--- config.mk ---
export PLATFORM = sky130hd
export DESIGN_NAME = mem_arbiter
export DESIGN_NICKNAME = d
export VERILOG_FILES = /design/src/rtl/mem_arb_pkg.sv /design/src/rtl/mem_arbiter_rr_picker.sv /design/src/rtl/mem_arbiter.sv
export SDC_FILE = /design/constraint.sdc
export NUM_CORES = 1
export LEC_CHECK = 0
export BUFFER_PORTS_ARGS = -buffer_cell sky130_fd_sc_hd__buf_2
export CAP_MARGIN = 40
export CORE_MARGIN = 3
export CORE_UTILIZATION = 41
export CTS_CLUSTER_DIAMETER = 40
export DETAILED_ROUTE_END_ITERATION = 6
export PLACE_DENSITY = 0.79
export REMOVE_ABC_BUFFERS = 1
export SLEW_MARGIN = 20
export SYNTH_ARGS = -nofsm -noshare
export SYNTH_HDL_FRONTEND = slang
export SYNTH_SLANG_ARGS = --single-unit
--- constraint.sdc ---
create_clock -name clk -period 3.2 [get_ports clk]
set_input_delay 0.48 -clock clk [delete_from_list [all_inputs] [get_ports clk]]
set_output_delay 0.48 -clock clk [all_outputs]
set_load 0.05 [all_outputs]
--- src/rtl/mem_arb_pkg.sv ---
// Shared types and default parameters for the memory arbiter.
// Optional MEM_ARB_ROUND_ROBIN_EN selects round-robin over fixed priority.
package mem_arb_pkg;

    typedef enum logic [1:0] {
        IDLE,
        ISSUE,
        WAIT,
        RESP
    } state_t;

    localparam int DEF_WIDTH       = 32;
    localparam int DEF_CORE_NUM    = 2;
    localparam int DEF_MEM_LATENCY = 1;

endpackage

--- src/rtl/mem_arbiter_rr_picker.sv ---
// Combinational winner selection among requesting cores.
// MEM_ARB_ROUND_ROBIN_EN: search from pointer+1; otherwise lowest index wins.
module rr_picker
    import mem_arb_pkg::*;
#(
    parameter int CORE_NUM = DEF_CORE_NUM,
    parameter int IDXW     = $clog2(CORE_NUM)
) (
    input  logic [CORE_NUM-1:0] i_request,
    input  logic [IDXW-1:0]     i_pointer,
    output logic [IDXW-1:0]     o_winner,
    output logic                o_valid
);

`ifdef MEM_ARB_ROUND_ROBIN_EN
    // Descending scan: the last hit (offset 1) has the highest priority.
    always_comb begin
        logic [IDXW-1:0] w_idx;
        o_winner = '0;
        o_valid  = 1'b0;
        w_idx    = '0;
        for (int k = CORE_NUM; k >= 1; k--) begin
            w_idx = IDXW'((int'(i_pointer) + k) % CORE_NUM);
            if (i_request[w_idx]) begin
                o_winner = w_idx;
                o_valid  = 1'b1;
            end
        end
    end
`else
    logic w_unused_ptr;
    assign w_unused_ptr = ^i_pointer;

    always_comb begin
        o_winner = '0;
        o_valid  = 1'b0;
        for (int i = CORE_NUM - 1; i >= 0; i--) begin
            if (i_request[i]) begin
                o_winner = IDXW'(i);
                o_valid  = 1'b1;
            end
        end
    end
`endif

endmodule

--- src/rtl/mem_arbiter.sv ---
// Multi-core single-port memory arbiter, one transaction in flight.
// Define MEM_ARB_ROUND_ROBIN_EN for round-robin arbitration.
module mem_arbiter
    import mem_arb_pkg::*;
#(
    parameter int WIDTH       = DEF_WIDTH,
    parameter int CORE_NUM    = DEF_CORE_NUM,
    parameter int MEM_LATENCY = DEF_MEM_LATENCY
) (
    input  logic                         clk,
    input  logic                         rst,
    input  logic [CORE_NUM-1:0]          request,
    input  logic [CORE_NUM-1:0]          wren,
    input  logic [CORE_NUM*WIDTH-1:0]    address,
    input  logic [CORE_NUM*WIDTH-1:0]    writedata,
    output logic [CORE_NUM-1:0]          response,
    output logic [WIDTH-1:0]             readdata,
    output logic [$clog2(CORE_NUM)-1:0]  grant_idx,
    output logic [WIDTH-1:0]             mem_address,
    output logic [WIDTH-1:0]             mem_writedata,
    output logic                         mem_wren,
    output logic                         mem_rden,
    input  logic [WIDTH-1:0]             mem_readdata
);

    localparam int IDXW = $clog2(CORE_NUM);
    localparam int CNTW = $clog2(MEM_LATENCY + 1);

    state_t          r_state;
    state_t          w_next;
    logic [IDXW-1:0] r_grant;
    logic [IDXW-1:0] w_ptr;
    logic [IDXW-1:0] w_winner;
    logic            w_valid;
    logic            w_take;
    logic [WIDTH-1:0] r_addr;
    logic [WIDTH-1:0] r_wdata;
    logic [WIDTH-1:0] r_readdata;
    logic            r_wr;
    logic [CNTW-1:0] r_cnt;

    assign w_take    = (r_state == IDLE) && w_valid;
    assign grant_idx = r_grant;
    assign readdata  = r_readdata;

`ifdef MEM_ARB_ROUND_ROBIN_EN
    logic [IDXW-1:0] r_ptr;

    // Reset to the last index so core 0 is searched first.
    always_ff @(posedge clk or posedge rst) begin
        if (rst) begin
            r_ptr <= IDXW'(CORE_NUM - 1);
        end else if (w_take) begin
            r_ptr <= w_winner;
        end
    end

    assign w_ptr = r_ptr;
`else
    assign w_ptr = IDXW'(CORE_NUM - 1);
`endif

    rr_picker #(
        .CORE_NUM (CORE_NUM),
        .IDXW     (IDXW)
    ) u_picker (
        .i_request (request),
        .i_pointer (w_ptr),
        .o_winner  (w_winner),
        .o_valid   (w_valid)
    );

    always_ff @(posedge clk or posedge rst) begin
        if (rst) begin
            r_state <= IDLE;
        end else begin
            r_state <= w_next;
        end
    end

    always_comb begin
        w_next        = r_state;
        response      = '0;
        mem_wren      = 1'b0;
        mem_rden      = 1'b0;
        mem_address   = '0;
        mem_writedata = '0;
        unique case (r_state)
            IDLE: begin
                if (w_valid) begin
                    w_next = ISSUE;
                end
            end
            ISSUE: begin
                mem_address   = r_addr;
                mem_writedata = r_wdata;
                mem_wren      = r_wr;
                mem_rden      = !r_wr;
                w_next        = r_wr ? RESP : WAIT;
            end
            WAIT: begin
                if (r_cnt == CNTW'(1)) begin
                    w_next = RESP;
                end
            end
            RESP: begin
                response[r_grant] = 1'b1;
                w_next            = IDLE;
            end
            default: w_next = IDLE;
        endcase
    end

    always_ff @(posedge clk or posedge rst) begin
        if (rst) begin
            r_grant    <= '0;
            r_addr     <= '0;
            r_wdata    <= '0;
            r_wr       <= 1'b0;
            r_cnt      <= '0;
            r_readdata <= '0;
        end else begin
            if (w_take) begin
                r_grant <= w_winner;
                r_addr  <= address[w_winner*WIDTH +: WIDTH];
                r_wdata <= writedata[w_winner*WIDTH +: WIDTH];
                r_wr    <= wren[w_winner];
            end
            if (r_state == ISSUE && !r_wr) begin
                r_cnt <= CNTW'(MEM_LATENCY);
            end else if (r_state == WAIT) begin
                r_cnt <= r_cnt - CNTW'(1);
                if (r_cnt == CNTW'(1)) begin
                    r_readdata <= mem_readdata;
                end
            end
        end
    end

endmodule

==> results by group, run 1 <==
Run status
  – Status: completed

Die
  – Die area: 0.0133 mm²
  – Site Rows: 39
  – Core ar.: 0.0116 mm²
  – Die width: 115 µm
  – Top Ports: 267
  – Starting density of the core: 0.425
  – Die Height: 115 µm

Synthesis
  – Share of the synthesized area in the top cell type: 0.515
  – Top-count cell post-synth: dfrtp_1
  – Largest area contributor in the netlist: dfrtp_1
  – EDFF count, synth: 0
  – Compound-Gate Fraction of Synth Area: 0.0736
  – Synth Area in Adders: 0.0102
  – Most used DFF post-synth: dfrtp_1
  – Avg Cell Area, Syn: 10.9 µm²
  – Async set or reset register ratio after synthesis: 1.00
  – Yosys reg bits: 101
  – Largest cells by area after synthesis: dfrtp_1 51%, mux2i_1 13%, and2_1 8.4%
  – Commonest cells post-synth: 101 x dfrtp_1, 66 x and2_1, 66 x nand2_1
  – Synth Cell Area: 0.00491 mm²
  – Synth warn: 0
  – Simple-Gate Fraction of Synth Area: 0.148
  – Post-synthesis mux area share: 0.208
  – Sequential element share of the synthesized area: 0.515
  – Gate Count Post-Synth: 450
  – XOR/XNOR share of the synthesized area: 0
  – Count of cell types in the netlist: 25
  – Main combinational cell family by area after synthesis: multiplexers

Critical path
  – RR Startpoint: r_state[1]$_DFFE_PP0P_
  – WS Path Type: flip-flop to output pin
  – Worst Path Required: 2720 ps
  – Crit path buf inv count: 3
  – Crit path max-delay family: buffers and inverters
  – Crit path capture type: output pin
  – Critical-path top delay cell: ha_2
  – Crit-path max cell delay: 480 ps
  – Reg-to-reg slack, setup: 890 ps
  – Reg2reg path depth: 5
  – Critical Path AT: 2220 ps
  – Maximum fanout along the worst path: 34
  – Capturing point of the worst reg2reg path: readdata[7]$_DFFE_PP0P_
  – Worst setup SP type: flip-flop
  – CP Cell Sequence: inv_1 -> ha_2 -> buf_4 -> and2_1 -> buf_2

Layout
  – Fin cells: 848
  – Nets: 872
  – Ant diodes: 0
  – Layout cells sized above 1: 0.460
  – Area delta synth->final: 33.9%
  – Final instance area: 0.00658 mm²

STA
  – Final setup fails: 0
  – Hold Violations, Final: 0
  – RSZ-0062 raised after global routing: false
  – Slew @ Worst Pin: 849 ps
  – Skew final: 5.78 ps
  – Tcrit/Tclk final: 0.843
  – Rel. slew slack: 0.433
  – Max Fclk: 371 MHz
  – Period minus WS final: 2700 ps
  – Final WS setup: 502 ps
  – Max Slew Vio Count: 0
  – Setup total negative slack: 0 ps

Pwr
  – Combinational share of power: 0.543
  – Clock power share: 0.145
  – Tot Pwr: 7.18 mW
  – LEAKAGE: 3.44 nW
  – Psw: 3.54 mW
  – Internal power: 3.63 mW
  – Sw Ratio: 0.494
  – Peak VDD IR: 0.000442 V
  – Power Density: 1090 mW/mm²
  – Sequential share of power: 0.312

Route
  – Iter 0 DRT Violations: 182
  – DR pass1 iterations: 4
  – Vias per cell: 4.74
  – Drt wl/cell: 14.1 µm
  – Antenna-violating nets left: 0
  – Vias: 4017
  – Drt total wl: 12.0 mm
  – Remaining DRCs: 0

Global route
  – Largest net degree at the start of global routing: 67
  – Vias in the first global route: 4050
  – Initial antenna violation count: 0
  – Total gr overflow: 0
  – Total global-route track usage: 0.178
  – First-pass GRT wire length: 18.9 mm

Clocking
  – Deepest level of the CTS H-tree: 3
  – Longest Clk Path Bufs: 2
  – Root Driver: clkbuf_16
  – Worst skew pair latency: 340 ps
  – CTS clk-pin slew, worst paths: 60 ps
  – Cts hold-fix bufs: 0
  – Total CTS buffers: 9
  – CTS sink cnt: 101
  – Post-CTS resize count: 0
  – Post-CTS Setup Bufs: 0
  – TritonCTS clock tree: built

Placement
  – Detail Placement HPWL: 9.38 mm
  – RD Place Congestion: 0.786
  – Placed Instances: 834
  – Buffers added on ports: 266
  – DP Area: 0.00629 mm²
  – Post-placement setup slack: 839 ps

Min path
  – Worst Hold Class: input pin to asynchronous set/reset pin

Run
  – Max-cap violation count: 0
worst max path at each step:
| stage | from | to | slack, ps | depth (start not counted) |
|---|---|---|---|---|
| final | r_state[1]$_DFFE_PP0P_ | mem_wren | 500 | 5 |
| after global routing | r_state[1]$_DFFE_PP0P_ | mem_wren | 300 | 5 |
| after global placement | r_state[1]$_DFFE_PP0P_ | mem_wren | 900 | 5 |
| after CTS | r_state[1]$_DFFE_PP0P_ | mem_wren | 460 | 5 |
| after detailed placement | r_state[1]$_DFFE_PP0P_ | mem_wren | 840 | 5 |
| after floorplan | request[1] | r_addr[16]$_DFFE_PP0P_ | -2020 | 2 |
layer usage:
layer	wire length, µm	track usage	vias to the layer above	part of all wire
li1	-	-	2014	-
met1	4950	0.212	1816	0.41
met2	5950	0.319	172	0.50
met3	919	0.0334	15	0.077
met4	168	0.0696	0	0.014
met5	0	0	-	0
power by group through the flow:
| stage | clock (mW) | sequential (mW) | combinational, mW |
|---|---|---|---|
| 5_1_grt | 1.13 | 2.32 | 4.20 |
| 3_3_place_gp | 0 | 2.24 | 3.86 |
| 2_1_floorplan | 0 | 2.94 | 2.30 |
| 3_5_place_dp | 0 | 2.27 | 3.95 |
| 4_1_cts | 1.07 | 2.24 | 3.95 |
| 6_report | 1.04 | 2.24 | 3.90 |
cell type report:
class	instances	area, µm²
clock inverter	1	5.00
fill	1003	4990
tap	143	179
multi-input combinational	314	2180
inverter	4	17.5
sequential	101	2530
timing repair buffer	272	1390
clock buffer	13	280
metrics by stage:
stage | utilization | hold WS [ps]
floorplan | - | 442
detailed placement | 0.544 | 463
global placement | 0.544 | 453
finish | 0.569 | 202
CTS | 0.569 | 221
global route | 0.569 | 253
sequential cells by signal, summed over array words and instances, names as in the netlist:
| name | cells |
|---|---|
| readdata | 32 |
| grant_idx | 1 |
| r_wdata | 32 |
| r_state | 2 |
| r_cnt | 1 |
| r_wr | 1 |
| r_addr | 32 |
cell usage in the layout, fill, tap and decap left out:
| cell type | count |
|---|---|
| buf_2 | 266 |
| dfrtp_1 | 101 |
| nand2_1 | 66 |
| and2_1 | 66 |
| mux2i_1 | 65 |
| o21ai_1 | 50 |
| mux2_2 | 31 |
| o21ai_0 | 15 |
| clkbuf_16 | 9 |
| buf_4 | 5 |
| clkbuf_8 | 4 |
| nor2b_1 | 3 |
| inv_1 | 3 |
| a21oi_1 | 3 |
| ha_1 | 3 |
| mux2_1 | 2 |
| nor2b_2 | 1 |
| nor2_4 | 1 |
| o21ai_4 | 1 |
| nor2b_4 | 1 |
| inv_4 | 1 |
| or3_1 | 1 |
| nor2_1 | 1 |
| or2_2 | 1 |
| o31ai_1 | 1 |
| a2bb2oi_1 | 1 |
| ha_2 | 1 |
| clkinv_2 | 1 |
| buf_12 | 1 |
cell families after synthesis:
family,count (synthesis)
and+or+nand+nor,141
buffers and inverters,35
muxes,98
AOI/OAI and AO/OA,71
adders and majority gates,4
DFF,101
(Power assumes the default switching activity.)
==> run 2: changes to the inputs <==
==> constraint.sdc (replaced) <==
create_clock -name clk -period 2.48 [get_ports clk]
set_input_delay 0.372 -clock clk [delete_from_list [all_inputs] [get_ports clk]]
set_output_delay 0.372 -clock clk [all_outputs]
set_load 0.05 [all_outputs]
==> run 2 against run 1 <==
Compared with the run above:
- global-route usage up 0.45 points
- wire length up 1.2%
- final cell count grew 0.71%
- largest cell class unchanged
- combinational power is 30% higher
- sequential share of layout area down 0.44 points
==> results by group, run 2 (synthesized netlist as in run 1, its figures left out) <==
Critical path
  – CP Cell Sequence: inv_1 -> ha_2 -> buf_4 -> and2_1 -> buf_2 (unchanged)
  – Beginning of the critical path: r_state[1]$_DFFE_PP0P_ (unchanged)
  – Crit path max-delay family: buffers and inverters (unchanged)
  – Critical-path top delay cell: dfrtp_1 (was ha_2)
  – Critical Path AT: 1830 ps (was 2220 ps)
  – WS Path Type: flip-flop to output pin (unchanged)
  – Crit path buf inv count: 3 (unchanged)
  – Crit path capture type: output pin (unchanged)
  – Worst Path Required: 2110 ps (was 2720 ps)
  – RR Startpoint: r_state[1]$_DFFE_PP0P_ (unchanged)
  – Maximum fanout along the worst path: 36 (was 34)
  – Worst setup SP type: flip-flop (unchanged)
  – Crit-path max cell delay: 430 ps (was 480 ps)

Die
  – Site Rows: 39 (unchanged)
  – Die width: 115 µm (unchanged)
  – Die area: 0.0133 mm² (unchanged)
  – Top Ports: 267 (unchanged)
  – Starting density of the core: 0.425 (unchanged)
  – Die Height: 115 µm (unchanged)
  – Core ar.: 0.0116 mm² (unchanged)

Route
  – Drt total wl: 12.1 mm (was 12.0 mm)
  – Drt wl/cell: 14.2 µm (was 14.1 µm)
  – Remaining DRCs: 0 (unchanged)
  – DR pass1 iterations: 4 (unchanged)
  – Antenna-violating nets left: 0 (unchanged)
  – Vias per cell: 4.78 (was 4.74)
  – Iter 0 DRT Violations: 171 (was 182)
  – Vias: 4084 (was 4017)

Clocking
  – CTS sink cnt: 101 (unchanged)
  – Root Driver: clkbuf_16 (unchanged)
  – Longest Clk Path Bufs: 2 (unchanged)
  – CTS clk-pin slew, worst paths: 60 ps (about the same)
  – Post-CTS Setup Bufs: 0 (unchanged)
  – Deepest level of the CTS H-tree: 3 (unchanged)
  – TritonCTS clock tree: built (unchanged)
  – Worst skew pair latency: 340 ps (about the same)
  – Cts hold-fix bufs: 0 (unchanged)
  – Post-CTS resize count: 0 (unchanged)
  – Total CTS buffers: 9 (unchanged)

Placement
  – RD Place Congestion: 0.772 (was 0.786)
  – Post-placement setup slack: 645 ps (was 839 ps)
  – Detail Placement HPWL: 9.50 mm (was 9.38 mm)
  – Buffers added on ports: 266 (unchanged)

Global route
  – First-pass GRT wire length: 19.2 mm (was 18.9 mm)
  – Largest net degree at the start of global routing: 131 (was 67)
  – Vias in the first global route: 4105 (was 4050)
  – Total gr overflow: 0 (unchanged)
  – Initial antenna violation count: 0 (unchanged)
  – Total global-route track usage: 0.183 (was 0.178)

Layout
  – Most common cell after layout, fill and taps aside: buf_2 (unchanged)
  – Ant diodes: 0 (unchanged)
  – Most frequent cells in the layout: 266 x buf_2, 101 x dfrtp_1, 66 x nand2_1, 66 x and2_1, 65 x mux2i_1 (unchanged)
  – Layout cells sized above 1: 0.461 (was 0.460)
  – Nets: 876 (was 872)
  – Area delta synth->final: 35.5% (was 33.9%)

STA
  – Period minus WS final: 2200 ps
  – Rel. slew slack: 0.617 (was 0.433)
  – RSZ-0062 raised after global routing: false (unchanged)
  – Setup total negative slack: 0 ps (unchanged)
  – Slew @ Worst Pin: 574 ps (was 849 ps)
  – Hold Violations, Final: 0 (unchanged)
  – Tcrit/Tclk final: 0.887
  – Skew final: 4.26 ps (was 5.78 ps)
  – Max Slew Vio Count: 0 (unchanged)
  – Final WS setup: 281 ps (was 502 ps)
  – Max Fclk: 455 MHz
  – Final setup fails: 0 (unchanged)

Pwr
  – Combinational share of power: 0.543 (about the same)
  – Sw Ratio: 0.493 (was 0.494)
  – Sequential share of power: 0.308 (was 0.312)
  – Psw: 4.61 mW (was 3.54 mW)
  – Peak VDD IR: 0.000635 V (was 0.000442 V)
  – Clock power share: 0.149 (was 0.145)
  – Internal power: 4.75 mW (was 3.63 mW)
  – LEAKAGE: 3.47 nW (was 3.44 nW)
  – Power Density: 1410 mW/mm² (was 1090 mW/mm²)

Run
  – Max-cap violation count: 0 (unchanged)

Run status
  – Status: completed (unchanged)

Min path
  – Worst Hold Class: input pin to asynchronous set/reset pin (unchanged)
run 2: changes by cell type in the layout (fill, tap and decap cells not counted):
cell,delta
clkbuf_1,+2
buf_4,+1
bufinv_16,+1
clkinvlp_4,+1
clkinv_2,+1
clkbuf_8,-3
buf_12,+3
run 2: per-layer routing:
metal / routed length (µm) / GRT usage / part of all wire / vias up
met5: 0 / 0 / 0 / -
met4: 201 / 0.0665 / 0.017 / 0
met3: 941 / 0.0366 / 0.078 / 15
met2: 6210 / 0.336 / 0.51 / 177
met1: 4770 / 0.210 / 0.39 / 1868
li1: - / - / - / 2024
run 2: final timing paths:
path / endpoint / slack (ps) / cells after the start
min in group clk: readdata[25]$_DFFE_PP0P_ / 250 / 2
max in group asynchronous: r_wdata[21]$_DFFE_PP0P_ / 1720 / 3
min reg2reg: r_addr[28]$_DFFE_PP0P_ / 470 / 2
max: mem_address[23] / 280 / 5
min: readdata[27]$_DFFE_PP0P_ / 90 / 2
max reg2reg: readdata[13]$_DFFE_PP0P_ / 640 / 6
run 2: final cells by class:
cell class | instances | area (µm²)
inverter | 4 | 17.5
clock inverter | 4 | 47.5
timing repair buffer | 276 | 1460
sequential | 101 | 2530
fill | 981 | 4910
tap | 143 | 179
multi-input combinational | 314 | 2180
clock buffer | 12 | 246
run 2: worst reg2reg max path, stage by stage (launching register included):
cell and delay, ps:
dfrtp_1 420, inv_1 90, ha_2 190, nor2b_2 180, nor2_4 90, buf_4 360
mux2_2 400
run 2: power groups by stage:
stage	clock network [mW]	logic [mW]	registers, mW
6_report	1.39	5.08	2.89
5_1_grt	1.51	5.47	2.99
4_1_cts	1.44	5.14	2.90
3_5_place_dp	0	5.14	2.91
3_3_place_gp	0	5.03	2.86
2_1_floorplan	0	2.97	3.80
run 2: through the flow:
step | power, mW | instance area, µm² | hold slack [ps] | std cells | util
2_1_floorplan | 6.77 | 4700 | 442 | 419 | -
5_1_grt | 9.97 | 6650 | 133 | 854 | 0.575
3_3_place_gp | 7.89 | 6360 | 454 | 838 | 0.550
6_report | 9.36 | 6650 | 85.8 | 854 | 0.575
3_5_place_dp | 8.05 | 6360 | 463 | 838 | 0.550
4_1_cts | 9.47 | 6650 | 98.3 | 854 | 0.575
